==> config.mk <==
export PLATFORM = sky130hd
export DESIGN_NAME = conv_counter
export DESIGN_NICKNAME = d
export VERILOG_FILES = /design/src/rtl/conv_counter.sv
export SDC_FILE = /design/constraint.sdc
export NUM_CORES = 1
export LEC_CHECK = 0
export BUFFER_PORTS_ARGS = -buffer_cell sky130_fd_sc_hd__buf_4
export CAP_MARGIN = 15
export CORE_ASPECT_RATIO = 1.4
export CORE_UTILIZATION = 48
export DETAILED_ROUTE_END_ITERATION = 8
export PLACE_DENSITY = 0.75
export RECOVER_POWER = 50
export SETUP_SLACK_MARGIN = 0.4
export SLEW_MARGIN = 20
export SYNTH_ARGS = -nofsm -noshare
export SYNTH_HDL_FRONTEND = slang
export SYNTH_SLANG_ARGS = --single-unit
==> constraint.sdc <==
create_clock -name clk_i -period 2.1 [get_ports clk_i]
set_input_delay 0.105 -clock clk_i [delete_from_list [all_inputs] [get_ports clk_i]]
set_output_delay 0.105 -clock clk_i [all_outputs]
set_load 0.05 [all_outputs]
==> src/rtl/conv_counter.sv <==
// Conversion counter for the voltmeter back end.
// Fixed mode counts a programmed interval; measure mode counts until the
// synchronised comparator stop arrives, saturating with an overflow flag.
module conv_counter #(
  parameter int unsigned WIDTH       = 16,
  parameter int unsigned SYNC_STAGES = 2
) (
  input  logic             clk_i,
  input  logic             rst_i,
  input  logic             start_i,
  input  logic             mode_i,
  input  logic [WIDTH-1:0] target_i,
  input  logic             stop_i,
  input  logic             abort_i,
  output logic [WIDTH-1:0] count_o,
  output logic [WIDTH-1:0] result_o,
  output logic             busy_o,
  output logic             done_o,
  output logic             ovf_o
);

  typedef enum logic [1:0] {
    IDLE = 2'd0,
    RUN  = 2'd1,
    DONE = 2'd2
  } state_t;

  state_t                 state_q;
  logic [SYNC_STAGES-1:0] sync_q;
  logic                   stop_s;
  logic                   mode_q;
  logic [WIDTH-1:0]       target_q;
  logic [WIDTH-1:0]       count_q;
  logic [WIDTH-1:0]       result_q;
  logic                   busy_q;
  logic                   done_q;
  logic                   ovf_q;

  assign stop_s = sync_q[SYNC_STAGES-1];

  // Stop synchroniser: shifts the comparator level in every cycle, in any state.
  always_ff @(posedge clk_i or posedge rst_i) begin
    if (rst_i) begin
      sync_q <= '0;
    end else begin
      sync_q[0] <= stop_i;
      for (int unsigned i = 1; i < SYNC_STAGES; i++) begin
        sync_q[i] <= sync_q[i-1];
      end
    end
  end

  // Conversion FSM with registered status, count and result.
  always_ff @(posedge clk_i or posedge rst_i) begin
    if (rst_i) begin
      state_q  <= IDLE;
      mode_q   <= 1'b0;
      target_q <= '0;
      count_q  <= '0;
      result_q <= '0;
      busy_q   <= 1'b0;
      done_q   <= 1'b0;
      ovf_q    <= 1'b0;
    end else begin
      done_q <= 1'b0;
      unique case (state_q)
        IDLE: begin
          if (start_i) begin
            state_q  <= RUN;
            mode_q   <= mode_i;
            target_q <= target_i;
            count_q  <= '0;
            ovf_q    <= 1'b0;
            busy_q   <= 1'b1;
          end
        end
        RUN: begin
          if (abort_i) begin
            state_q <= IDLE;
            busy_q  <= 1'b0;
          end else if (!mode_q && (count_q == target_q)) begin
            result_q <= count_q;
            state_q  <= DONE;
            busy_q   <= 1'b0;
            done_q   <= 1'b1;
          end else if (mode_q && stop_s) begin
            result_q <= count_q;
            state_q  <= DONE;
            busy_q   <= 1'b0;
            done_q   <= 1'b1;
          end else if (mode_q && (count_q == '1)) begin
            // Saturate instead of wrapping; a stop on this cycle is handled above.
            ovf_q    <= 1'b1;
            result_q <= '1;
            state_q  <= DONE;
            busy_q   <= 1'b0;
            done_q   <= 1'b1;
          end else begin
            count_q <= count_q + 1'b1;
          end
        end
        DONE: begin
          state_q <= IDLE;
        end
        default: begin
          state_q <= IDLE;
          busy_q  <= 1'b0;
        end
      endcase
    end
  end

  assign count_o  = count_q;
  assign result_o = result_q;
  assign busy_o   = busy_q;
  assign done_o   = done_q;
  assign ovf_o    = ovf_q;

endmodule

==> parameters.txt <==
Parameter                              Value

Timing
  Fmax ... 0.4563 GHz
  Max-slew violations ... 0
  Worst-case setup margin in the final layout ... -0.09160 ns
  Final Hold Violating Endpoints ... 1
  Min Tclk post-route ... 2.192 ns
  Setup skew after layout ... 0.01733 ns
  Final-layout worst hold slack ... -0.001086 ns
  Relative slew margins ... 8.310%
  Worst Max-Slew Pin Slew ... 1.375 ns
  Final setup violation count ... 26
  Final critical-path share of the clock period ... 104.4%
  RSZ-0062 raised after global routing ... true

Worst setup path
  Endpoint arrival time on the critical path ... 2.42 ns
  Register-to-Register Path Depth ... 7
  Worst setup SP type ... register
  Crit path launch ... count_o[7]$_DFFE_PP0P_
  Capturing point of the worst reg2reg path ... count_o[8]$_DFFE_PP0P_
  Top delay family on crit path ... simple AND/OR/NAND/NOR gates
  Critical setup path kind ... register to register
  Category of the worst setup path capture point ... register
  Worst reg-to-reg setup slack ... -0.09 ns
  Maximum fanout along the worst path ... 7
  Depth of the critical timing path with buffers and inverters included ... 7
  Worst Path Required ... 2.33 ns
  Critical path buffer and inverter count ... 1
  Worst reg2reg path startpoint ... count_o[7]$_DFFE_PP0P_
  Ordered list of cells on the worst path ... xor2_1, nor4_2, nand3_1, or4_4, buf_6, a31o_4, a31oi_4
  Delay contributed by the slowest stage of the critical path ... 0.45 ns
  Last element of the critical path ... count_o[8]$_DFFE_PP0P_
  Cell at the slowest stage of the critical path ... or4_4

Logic synthesis
  Synth Net Count ... 286
  Cell area after technology mapping ... 2640 µm²
  Post-synthesis mux area share ... 0.7583%
  Parity-gate share of the synthesized area counting xor and xnor cells ... 5.308%
  Syn. warnings ... 0
  Average footprint of a synthesized cell ... 10.04 µm²
  Proportion of synthesized chip area in sequential cells ... 53.08%
  Complex-gate fraction of the synthesized area ... 17.96%
  Share of synthesized cell area in full adder, half adder and majority cells ... 0.4739%
  Fraction of the mapped netlist area in simple logic gates ... 17.82%
  Main combinational cell family by area after synthesis ... compound AO/OA/AOI/OAI gates
  Post-synthesis cell type count ... 36
  Register bit count reported by yosys ... 56
  Number of standard cells after synthesis ... 263

CTS
  TritonCTS clock tree ... done
  Clock Latency Late Sink ... 0.32 ns
  Largest buffer count on any clock path ... 2
  CTS sink cnt ... 56
  Clk pin slew, worst setup/hold paths ... 0.10 ns
  Clk Tree Root Cell ... clkbuf_8
  Total clock buffers created by CTS ... 5
  H-Tree Level Count ... 2

Floorplan
  Vertical die dimension ... 89.75 µm
  Initial cell density of the core ... 50.42%
  Die width ... 64.68 µm
  Std-Cell Rows ... 31
  Number of primary I/O pins ... 57
  Die Footprint ... 5805 µm²
  Floorplan core area ... 5236 µm²

Placed design
  Post-Place Cells ... 400
  Weighted congestion at the end of routability-driven global placement ... 0.9274
  Cell Area, Placed ... 3304 µm²
  DP Wirelength ... 4.804 mm
  Buffers on Ports ... 56

Global routing
  Maximum number of pins on one net before global-route repair ... 57
  Global-route wire length before repair ... 11.79 mm
  Number of global-route vias before repair ... 2427
  Remaining global-route overflow ... 0
  Antenna violations before repair ... 0
  Combined global-route utilization of all metal layers ... 26.80%

Cells and area
  Nets@finish ... 385
  Non-Filler Instances ... 429
  ANT cells ... 0
  Commonest non-fill, non-tap cell in the layout ... nand2_1
  Layout cells sized above 1 ... 31.40%
  Fill cell total of the finished layout ... 387
  Post-route cell area ... 3749 µm²
  Area growth from synthesis to layout ... 41.99%
  Most used cells in the layout excluding fill and tap cells ... nand2_1, buf_4, dfrtp_1

Run status
  Status ... finished with violations
  Violations in the final reports ... hold timing, setup timing

Route
  Number of search-and-repair iterations in the first detailed-routing pass ... 6
  Wirelength per Cell ... 17.64 µm
  DR vias ... 2455
  Post-route antenna net violation count ... 0
  Iteration-0 DRC count of the detailed router ... 171
  Post-route DRC ... 0
  Final WL ... 7.566 mm
  Avg Vias per Cell ... 5.723

Flow run
  Max-Cap Viols ... 0

Power
  Proportion of power drawn by the clock network ... 17.7%
  Power per cell area ... 1068 nW/µm²
  Net load switching power ... 1.777 mW
  Switching share of power ... 44.38%
  Proportion of power drawn by flip-flops and latches ... 39.0%
  Cell Int Power ... 2.228 mW
  Peak supply drop ... 0.5843 mV
  Lkg Pwr ... 1.742 nW
  Gate power share ... 43.4%

Hold path
  Worst hold path class ... primary input to register
-- metrics by stage --
stage                     power, mW  setup WS, ns  setup TNS, ns  utilization, %
after CTS                     4.130      -0.01963        -0.1155           71.11
after floorplan               2.777       -0.2729         -5.877               -
after global routing          4.200       -0.1378         -2.896           71.59
after detailed placement      3.349      -0.05389        -0.6205           63.11
final                         4.005      -0.09160         -1.282           71.59
after global placement        3.311      -0.05013        -0.1714           63.11
-- state kept, by name, indices dropped and copies added (netlist names) --
signal / cells
busy_o: 1
count_o: 16
done_o: 1
mode_q: 1
ovf_o: 1
result_o: 16
state_q: 2
sync_q: 2
target_q: 16
-- cell families (layout without fill, tap and decap cells) --
group / after synthesis / count (layout)
DFF: 56 / 56
AOI/OAI and AO/OA: 61 / 63
buffers and inverters: 21 / 119
muxes: 2 / 2
xor gates and xnor gates: 16 / 16
adders and majority gates: 1 / 1
and+or+nand+nor: 106 / 106
-- routing by layer --
layer	part of all wire, %	wire, µm	global-route usage [%]
met3	5.4	405	4.188
met1	40	3049	34.53
met4	3.9	294	12.78
met2	50	3817	43.42
met5	0	0	0
-- synth_stat cells, drive strengths merged --
cell type  count  area (µm²)
a21oi          7       35.03
nand3          5       25.02
inv            2       7.510
a21bo          1       10.01
a31oi         21       146.4
buf            9       76.32
nor2b          1       6.260
and2           1       6.260
a41oi          6       52.55
mux2i          2       20.02
nand2b         4       25.02
or2            1       6.260
nor4           3       25.02
nand4          6       37.54
a31o           1       17.52
a41o           2       20.02
and3           2       12.51
a21o           1       15.01
o41ai          2       17.52
and4           2       17.52
xnor2          4       35.03
clkbuf        10       37.54
or4            1       7.510
nor3           1       5.000
dfrtp         56        1401
xor2          12       105.1
o21ai          4       20.02
nor2           9       33.78
ha             1       12.51
o22a          16       140.1
nand2         70       262.8
-- worst min-delay path: cells and delay by family --
family | cells | cell delay, ns
buffers and inverters | 1 | 0.08
and+or+nand+nor | 2 | 0.09
-- power groups by stage --
stage	Clock (mW)	Combinational, mW	Sequential (mW)
2_1_floorplan	0	0.567	2.21
3_3_place_gp	0	1.74	1.57
3_5_place_dp	0	1.76	1.59
4_1_cts	0.719	1.85	1.57
5_1_grt	0.756	1.84	1.60
6_report	0.708	1.74	1.56
-- area by class of cell --
class,instances,area [µm²],share of cell area [%]
Sequential cell,56,1409,37.58
Multi-Input combinational cell,188,1326,35.38
Timing Repair Buffer,109,815.8,21.76
Tap cell,66,82.58,2.203
Clock buffer,6,72.57,1.936
Clock inverter,2,35.03,0.9346
Inverter,2,7.507,0.2003
-- timing repair --
item                       CTS  global route
setup endpoints to repair   37            37
pin swaps                    4             9
buffers inserted             0             2
hold buffers                16             0
gates cloned                 2             1
hold endpoints to repair    25             0
gates resized for setup     20            15
-- worst min-delay path by stage --
stage                  from                       end  depth (start not counted)
6_report        target_i[4]   target_q[4]$_DFFE_PP0P_                          3
3_3_place_gp         stop_i       sync_q[0]$_DFF_PP0_                          1
2_1_floorplan        stop_i       sync_q[0]$_DFF_PP0_                          0
4_1_cts        target_i[12]  target_q[12]$_DFFE_PP0P_                          3
5_1_grt        target_i[12]  target_q[12]$_DFFE_PP0P_                          3
3_5_place_dp         stop_i       sync_q[0]$_DFF_PP0_                          1
(Power assumes the default switching activity.)
